## config.mk

```make
export PLATFORM = sky130hd
export DESIGN_NAME = li_param_fifo
export DESIGN_NICKNAME = d
export VERILOG_FILES = /design/src/rtl/li_fifo_pkg.sv /design/src/rtl/li_fifo_mem.sv /design/src/rtl/li_param_fifo.sv
export SDC_FILE = /design/constraint.sdc
export NUM_CORES = 1
export LEC_CHECK = 0
export ABC_AREA = 1
export BUFFER_PORTS_ARGS = -buffer_cell sky130_fd_sc_hd__buf_4
export CORE_MARGIN = 2
export CORE_UTILIZATION = 54
export CTS_BUF_LIST = sky130_fd_sc_hd__clkbuf_2 sky130_fd_sc_hd__clkbuf_4 sky130_fd_sc_hd__clkbuf_8
export DETAILED_ROUTE_END_ITERATION = 7
export PLACE_DENSITY = 0.78
export SYNTH_ARGS = -nofsm -noshare
export SYNTH_HDL_FRONTEND = slang
export SYNTH_SLANG_ARGS = --single-unit
```

## constraint.sdc

```tcl
create_clock -name clk -period 1.8 [get_ports clk]
set_input_delay 0.09 -clock clk [delete_from_list [all_inputs] [get_ports clk]]
set_output_delay 0.09 -clock clk [all_outputs]
set_load 0.02 [all_outputs]
```

## src/rtl/li_fifo_pkg.sv

```systemverilog
// Shared sizing helpers and read-mode constants for the latency-insensitive FIFO.
// Latency: n/a (compile-time only).
// Backpressure: n/a (compile-time only).
package li_fifo_pkg;

    // Read-mode selectors for the SHOWAHEAD parameter
    localparam int LI_FIFO_NORMAL    = 0;
    localparam int LI_FIFO_SHOWAHEAD = 1;

    // Number of words held by a FIFO with the given address width
    function automatic int fifo_depth(input int addr);
        return 1 << addr;
    endfunction

    // Occupancy counter width: one extra bit so that a completely full FIFO is representable
    function automatic int usedw_width(input int addr);
        return addr + 1;
    endfunction

endpackage

```

## src/rtl/li_fifo_mem.sv

```systemverilog
// Register-array storage: one synchronous write port, one asynchronous read port.
// Latency: write lands on the clock edge; read data is combinational from rd_addr.
// Backpressure: none; the owner decides when a write is allowed.
module li_fifo_mem
    import li_fifo_pkg::*;
#(
    parameter int WIDTH = 16,
    parameter int ADDR  = 2
) (
    input  logic             clk,
    input  logic             wr_en,
    input  logic [ADDR-1:0]  wr_addr,
    input  logic [WIDTH-1:0] wr_data,
    input  logic [ADDR-1:0]  rd_addr,
    output logic [WIDTH-1:0] rd_data
);

    localparam int DEPTH = fifo_depth(ADDR);

    // Storage is deliberately left uninitialised; occupancy tracking makes stale words invisible.
    logic [WIDTH-1:0] mem [DEPTH];

    // Write port: a same-cycle read of this slot still sees the old word (read-before-write).
    always_ff @(posedge clk) begin
        if (wr_en) begin
            mem[wr_addr] <= wr_data;
        end
    end

    assign rd_data = mem[rd_addr];

endmodule

```

## src/rtl/li_param_fifo.sv

```systemverilog
// Parameterised synchronous FIFO for latency-insensitive shell input queues.
// Latency: normal mode data one cycle after deq; show-ahead head visible the cycle after the write.
// Backpressure: enq while full is dropped unless a deq is accepted in the same cycle; errors are sticky.
module li_param_fifo
    import li_fifo_pkg::*;
#(
    parameter int WIDTH       = 16,
    parameter int ADDR        = 2,
    parameter int ALMOST_FULL = 3,
    parameter int SHOWAHEAD   = LI_FIFO_NORMAL
) (
    input  logic                        clk,
    input  logic                        reset,
    input  logic [WIDTH-1:0]            i_data,
    input  logic                        i_enq,
    input  logic                        i_deq,
    output logic [WIDTH-1:0]            o_data,
    output logic [usedw_width(ADDR)-1:0] o_usedw,
    output logic                        o_almost_full,
    output logic                        o_full,
    output logic                        o_empty,
    output logic                        o_overflow,
    output logic                        o_underflow
);

    localparam int DEPTH = fifo_depth(ADDR);
    localparam int UW    = usedw_width(ADDR);

    localparam logic [UW-1:0] DEPTH_LVL = UW'(DEPTH);
    localparam logic [UW-1:0] AF_LVL    = UW'(ALMOST_FULL);

    // Reject illegal configurations at elaboration time rather than building a broken FIFO.
    if (WIDTH < 1) begin : g_bad_width
        $error("li_param_fifo: WIDTH must be >= 1");
    end
    if (ADDR < 1) begin : g_bad_addr
        $error("li_param_fifo: ADDR must be >= 1");
    end
    if (ALMOST_FULL < 1 || ALMOST_FULL > DEPTH) begin : g_bad_af
        $error("li_param_fifo: ALMOST_FULL must be within 1..DEPTH");
    end
    if (SHOWAHEAD != LI_FIFO_NORMAL && SHOWAHEAD != LI_FIFO_SHOWAHEAD) begin : g_bad_mode
        $error("li_param_fifo: SHOWAHEAD must be 0 or 1");
    end

    logic [ADDR-1:0]  wr_ptr;
    logic [ADDR-1:0]  rd_ptr;
    logic [UW-1:0]    usedw_q;
    logic [UW-1:0]    usedw_d;
    logic             overflow_q;
    logic             underflow_q;
    logic             deq_ok;
    logic             enq_ok;
    logic [WIDTH-1:0] rd_word;

    // Status flags all decode the registered count, so they trail the request by one cycle.
    assign o_usedw       = usedw_q;
    assign o_empty       = (usedw_q == '0);
    assign o_full        = (usedw_q == DEPTH_LVL);
    assign o_almost_full = (usedw_q >= AF_LVL);
    assign o_overflow    = overflow_q;
    assign o_underflow   = underflow_q;

    // A full FIFO can still take a write when the head leaves in the same cycle.
    assign deq_ok = i_deq & ~o_empty;
    assign enq_ok = i_enq & (~o_full | deq_ok);

    // Occupancy next-state: simultaneous enq and deq leave the count unchanged.
    always_comb begin
        usedw_d = usedw_q;
        case ({enq_ok, deq_ok})
            2'b10:   usedw_d = usedw_q + UW'(1);
            2'b01:   usedw_d = usedw_q - UW'(1);
            default: usedw_d = usedw_q;
        endcase
    end

    // Pointers and occupancy; pointers wrap naturally at DEPTH.
    always_ff @(posedge clk) begin
        if (reset) begin
            wr_ptr  <= '0;
            rd_ptr  <= '0;
            usedw_q <= '0;
        end else begin
            usedw_q <= usedw_d;
            if (enq_ok) begin
                wr_ptr <= wr_ptr + ADDR'(1);
            end
            if (deq_ok) begin
                rd_ptr <= rd_ptr + ADDR'(1);
            end
        end
    end

    // Sticky protocol-error flags; they only record misuse and never gate the datapath.
    always_ff @(posedge clk) begin
        if (reset) begin
            overflow_q  <= 1'b0;
            underflow_q <= 1'b0;
        end else begin
            if (i_enq && o_full && !deq_ok) begin
                overflow_q <= 1'b1;
            end
            if (i_deq && o_empty) begin
                underflow_q <= 1'b1;
            end
        end
    end

    li_fifo_mem #(
        .WIDTH (WIDTH),
        .ADDR  (ADDR)
    ) u_mem (
        .clk     (clk),
        .wr_en   (enq_ok),
        .wr_addr (wr_ptr),
        .wr_data (i_data),
        .rd_addr (rd_ptr),
        .rd_data (rd_word)
    );

    if (SHOWAHEAD == LI_FIFO_SHOWAHEAD) begin : g_showahead
        // Head word is presented directly; meaningless while the FIFO is empty.
        assign o_data = rd_word;
    end else begin : g_normal
        logic [WIDTH-1:0] data_q;

        // Capture the head on an accepted deq; hold through idle cycles and rejected deqs.
        always_ff @(posedge clk) begin
            if (reset) begin
                data_q <= '0;
            end else if (deq_ok) begin
                data_q <= rd_word;
            end
        end

        assign o_data = data_q;
    end

endmodule

```

==> impl_metrics.yaml <==
clock_network:
  postCtsSetupBuffers: 0
  insertion_delay_ns: 0.35
  cts_buffers: 9
  cts.path.max_buffers: 2
  cts_sinks: 89
  cts_tree: "done"
  ctsRootBufferMaster: "clkbuf_8"
  htreeDepth: 3
  clk_pin_slew_ns: 0.09
critical_path:
  cp_cell_sequence: "nor2_4 > nand2_4 > nand3_2 > fa_1 > inv_1 > nand4_2 > a21oi_1 > nor2_1"
  cp_slowest_stage_delay_ns: 0.42
  path_class: "reg2reg"
  path_max_fanout: 5
  crit_slowest_cell: "dfxtp_1"
  required_ns: 2.05
  cp_num_buf_inv: 1
  crit_family: "simple AND/OR/NAND/NOR gates"
  critPathCaptureType: "flip-flop"
  arrival_ns: 1.89
  crit_path_start_kind: "flip-flop"
yosys:
  synth_area_um2: 3450
  syn-mean-instance-area_um2: 11.8
  synth_top_area_frac: 0.558
  syn_nets: 317
  synth_top_cell_by_area: "edfxtp_1"
  seq_area_frac_synth: 0.703
  syn-instance-count: 292
  ys_ff_latch: 89
  synth_area_leaders: "edfxtp_1 56%, dfxtp_1 15%, nor2_1 7.8%"
  ys_types: 26
  yosys_warnings: 0
flow_run:
  drv_cap: 0
power_and_ir_drop:
  vdd_drop_max_uv: 837
  p_leak_nw: 1.66
  power_density_nw_per_um2: 1260
finish:
  n_fill_cell: 456
  diodes: 0
  drive_above_1_share: 0.240
  syn2layout_area_growth_pct: 26.0
  fin_nets: 383
  final_cell_count_no_fill: 440
grt:
  grt_max_degree: 34
  gr-total-overflow: 0
  antenna_found_initial: 0
  grt_util_all_layers: 0.198
  grt_pass1_vias: 2227
  grt_pass1_wl_mm: 10.6
floorplan:
  fp.dieW_um: 83.9
  start_util: 0.549
  rows: 29
  core-area_um2: 6280
  io_pins: 44
  dieArea_um2: 7040
  die_y_um: 83.9
route:
  drtIter0Drc: 103
  viasPerCell: 5.35
  antenna_left: 0
  first_pass_iters: 4
  finalWirelength_mm: 6.69
  wl_per_cell_um: 15.2
  vias: 2352
  drc: 0
run_status:
  status: "finished, final reports clean"
sta:
  worst_pin_slew_ns: 0.604
  timing_hold_violations_final: 0
  max_freq_ghz: 0.613
  final.min_clock_period_ns: 1.63
  finalSetupViolations: 0
  period_share: 0.906
  clock_skew_ns: 0.00804
  drv_slew: 0
  rsz0062_at_grt: "false"
  layout_setup_ws_ns: 0.170
  slew_headroom: 0.597
placed_design:
  pre_cts_slack_ns: 0.0933
  place_congestion: 0.824
  hpwl_mm: 4.23
  io_buffers: 43
  dp_cells: 407
min_path:
  hold_path_class: "in2reg"
logic make-up (layout without fill, tap and decap cells):
kind of cell | after synthesis | count (layout) | share of synthesized area
flops | 89 | 89 | 0.703
simple gates | 89 | 89 | 0.114
compound gates | 78 | 78 | 0.122
buf+inv | 31 | 102 | 0.0403
fa+ha+maj | 5 | 5 | 0.0203
tightest hold or removal path: cells and delay by family:
kind            cells  cell delay [ns]
compound gates      1             0.06
buf+inv             1             0.12
simple gates        2             0.19
final timing paths:
| kind | startpoint | to | slack [ns] | depth (start not counted) |
|---|---|---|---|---|
| setup / recovery | o_usedw[0] | o_usedw[2] | 0.17 | 8 |
| hold / removal | i_enq | o_usedw[0] | 0.14 | 4 |
| setup reg to reg | o_usedw[0] | o_usedw[2] | 0.17 | 8 |
| hold reg to reg | o_underflow | o_underflow | 0.47 | 1 |
state kept, by name (all words and copies together) (netlist names):
name	cells
u_mem.mem	64
o_data	16
o_usedw	3
rd_ptr	2
wr_ptr	2
o_overflow	1
o_underflow	1
cell usage in the layout, fill, tap and decap left out, types with 2 or more instances in the layout:
master	n
nor2_1	68
nand2_2	3
nand3_1	2
inv_1	13
ha_1	4
nand2_1	5
a21oi_1	5
buf_4	47
edfxtp_1	64
o22ai_1	16
inv_6	2
inv_2	5
nand2_4	2
clkbuf_8	10
nor2_2	4
buf_12	4
o21ai_1	30
dlygate4sd3_1	17
dfxtp_1	24
bufinv_16	3
o21a_1	2
o21ai_0	23
synthesized netlist by cell type:
master    instances
a21boi_1          1
a21oi_1           5
a21oi_2           1
buf_2             9
buf_4             1
buf_6             1
clkbuf_1          2
dfxtp_1          25
edfxtp_1         64
fa_1              1
ha_1              4
inv_1            13
inv_2             5
nand2_1           5
nand2_2           3
nand2_4           2
nand3_1           3
nand3_4           1
nand4_1           1
nand4_2           1
nor2_1           72
nor2_4            1
o21a_1            2
o21ai_0          23
o21ai_1          30
o22ai_1          16
layout make-up:
type	count	area [µm²]	share of cell area
Timing Repair Buffer	68	603	0.139
Clock inverter	6	113	0.0259
Clock buffer	10	138	0.0317
Sequential cell	89	2420	0.558
Inverter	18	67.6	0.0156
Multi-Input combinational cell	172	900	0.207
Tap cell	77	96.3	0.0222
power breakdown:
part	leakage (nW)	internal (mW)	switching, mW
Sequential	0.794	2.41	0.106
Clock	0.127	0.967	0.691
Combinational	0.742	0.494	0.795
Total	1.66	3.87	1.59
layer usage:
layer	track usage	part of all wire	vias up
li1	-	-	1161
met1	0.260	0.42	1108
met2	0.305	0.50	71
met3	0.0495	0.064	12
met4	0.104	0.017	0
met5	0	0	-
stage by stage:
step / hold WS (ns) / power [mW] / area (µm²) / setup TNS [ns] / utilization
detailed placement: 0.263 / 3.81 / 3910 / 0 / 0.623
global placement: 0.259 / 3.77 / 3910 / 0 / 0.623
CTS: 0.119 / 5.49 / 4330 / 0 / 0.690
floorplan: 0.152 / 3.35 / 3460 / -1.95 / -
finish: 0.135 / 5.46 / 4340 / 0 / 0.691
global route: 0.130 / 5.70 / 4340 / 0 / 0.691
repair_timing:
| action | CTS | global route |
|---|---|---|
| endpoints found under the setup margin | 0 | 1 |
| gates resized for setup | 0 | 2 |
| endpoints found under the hold margin | 65 | 0 |
| hold buffers | 17 | 0 |
No activity file was read; power rests on OpenSTA's default activity.
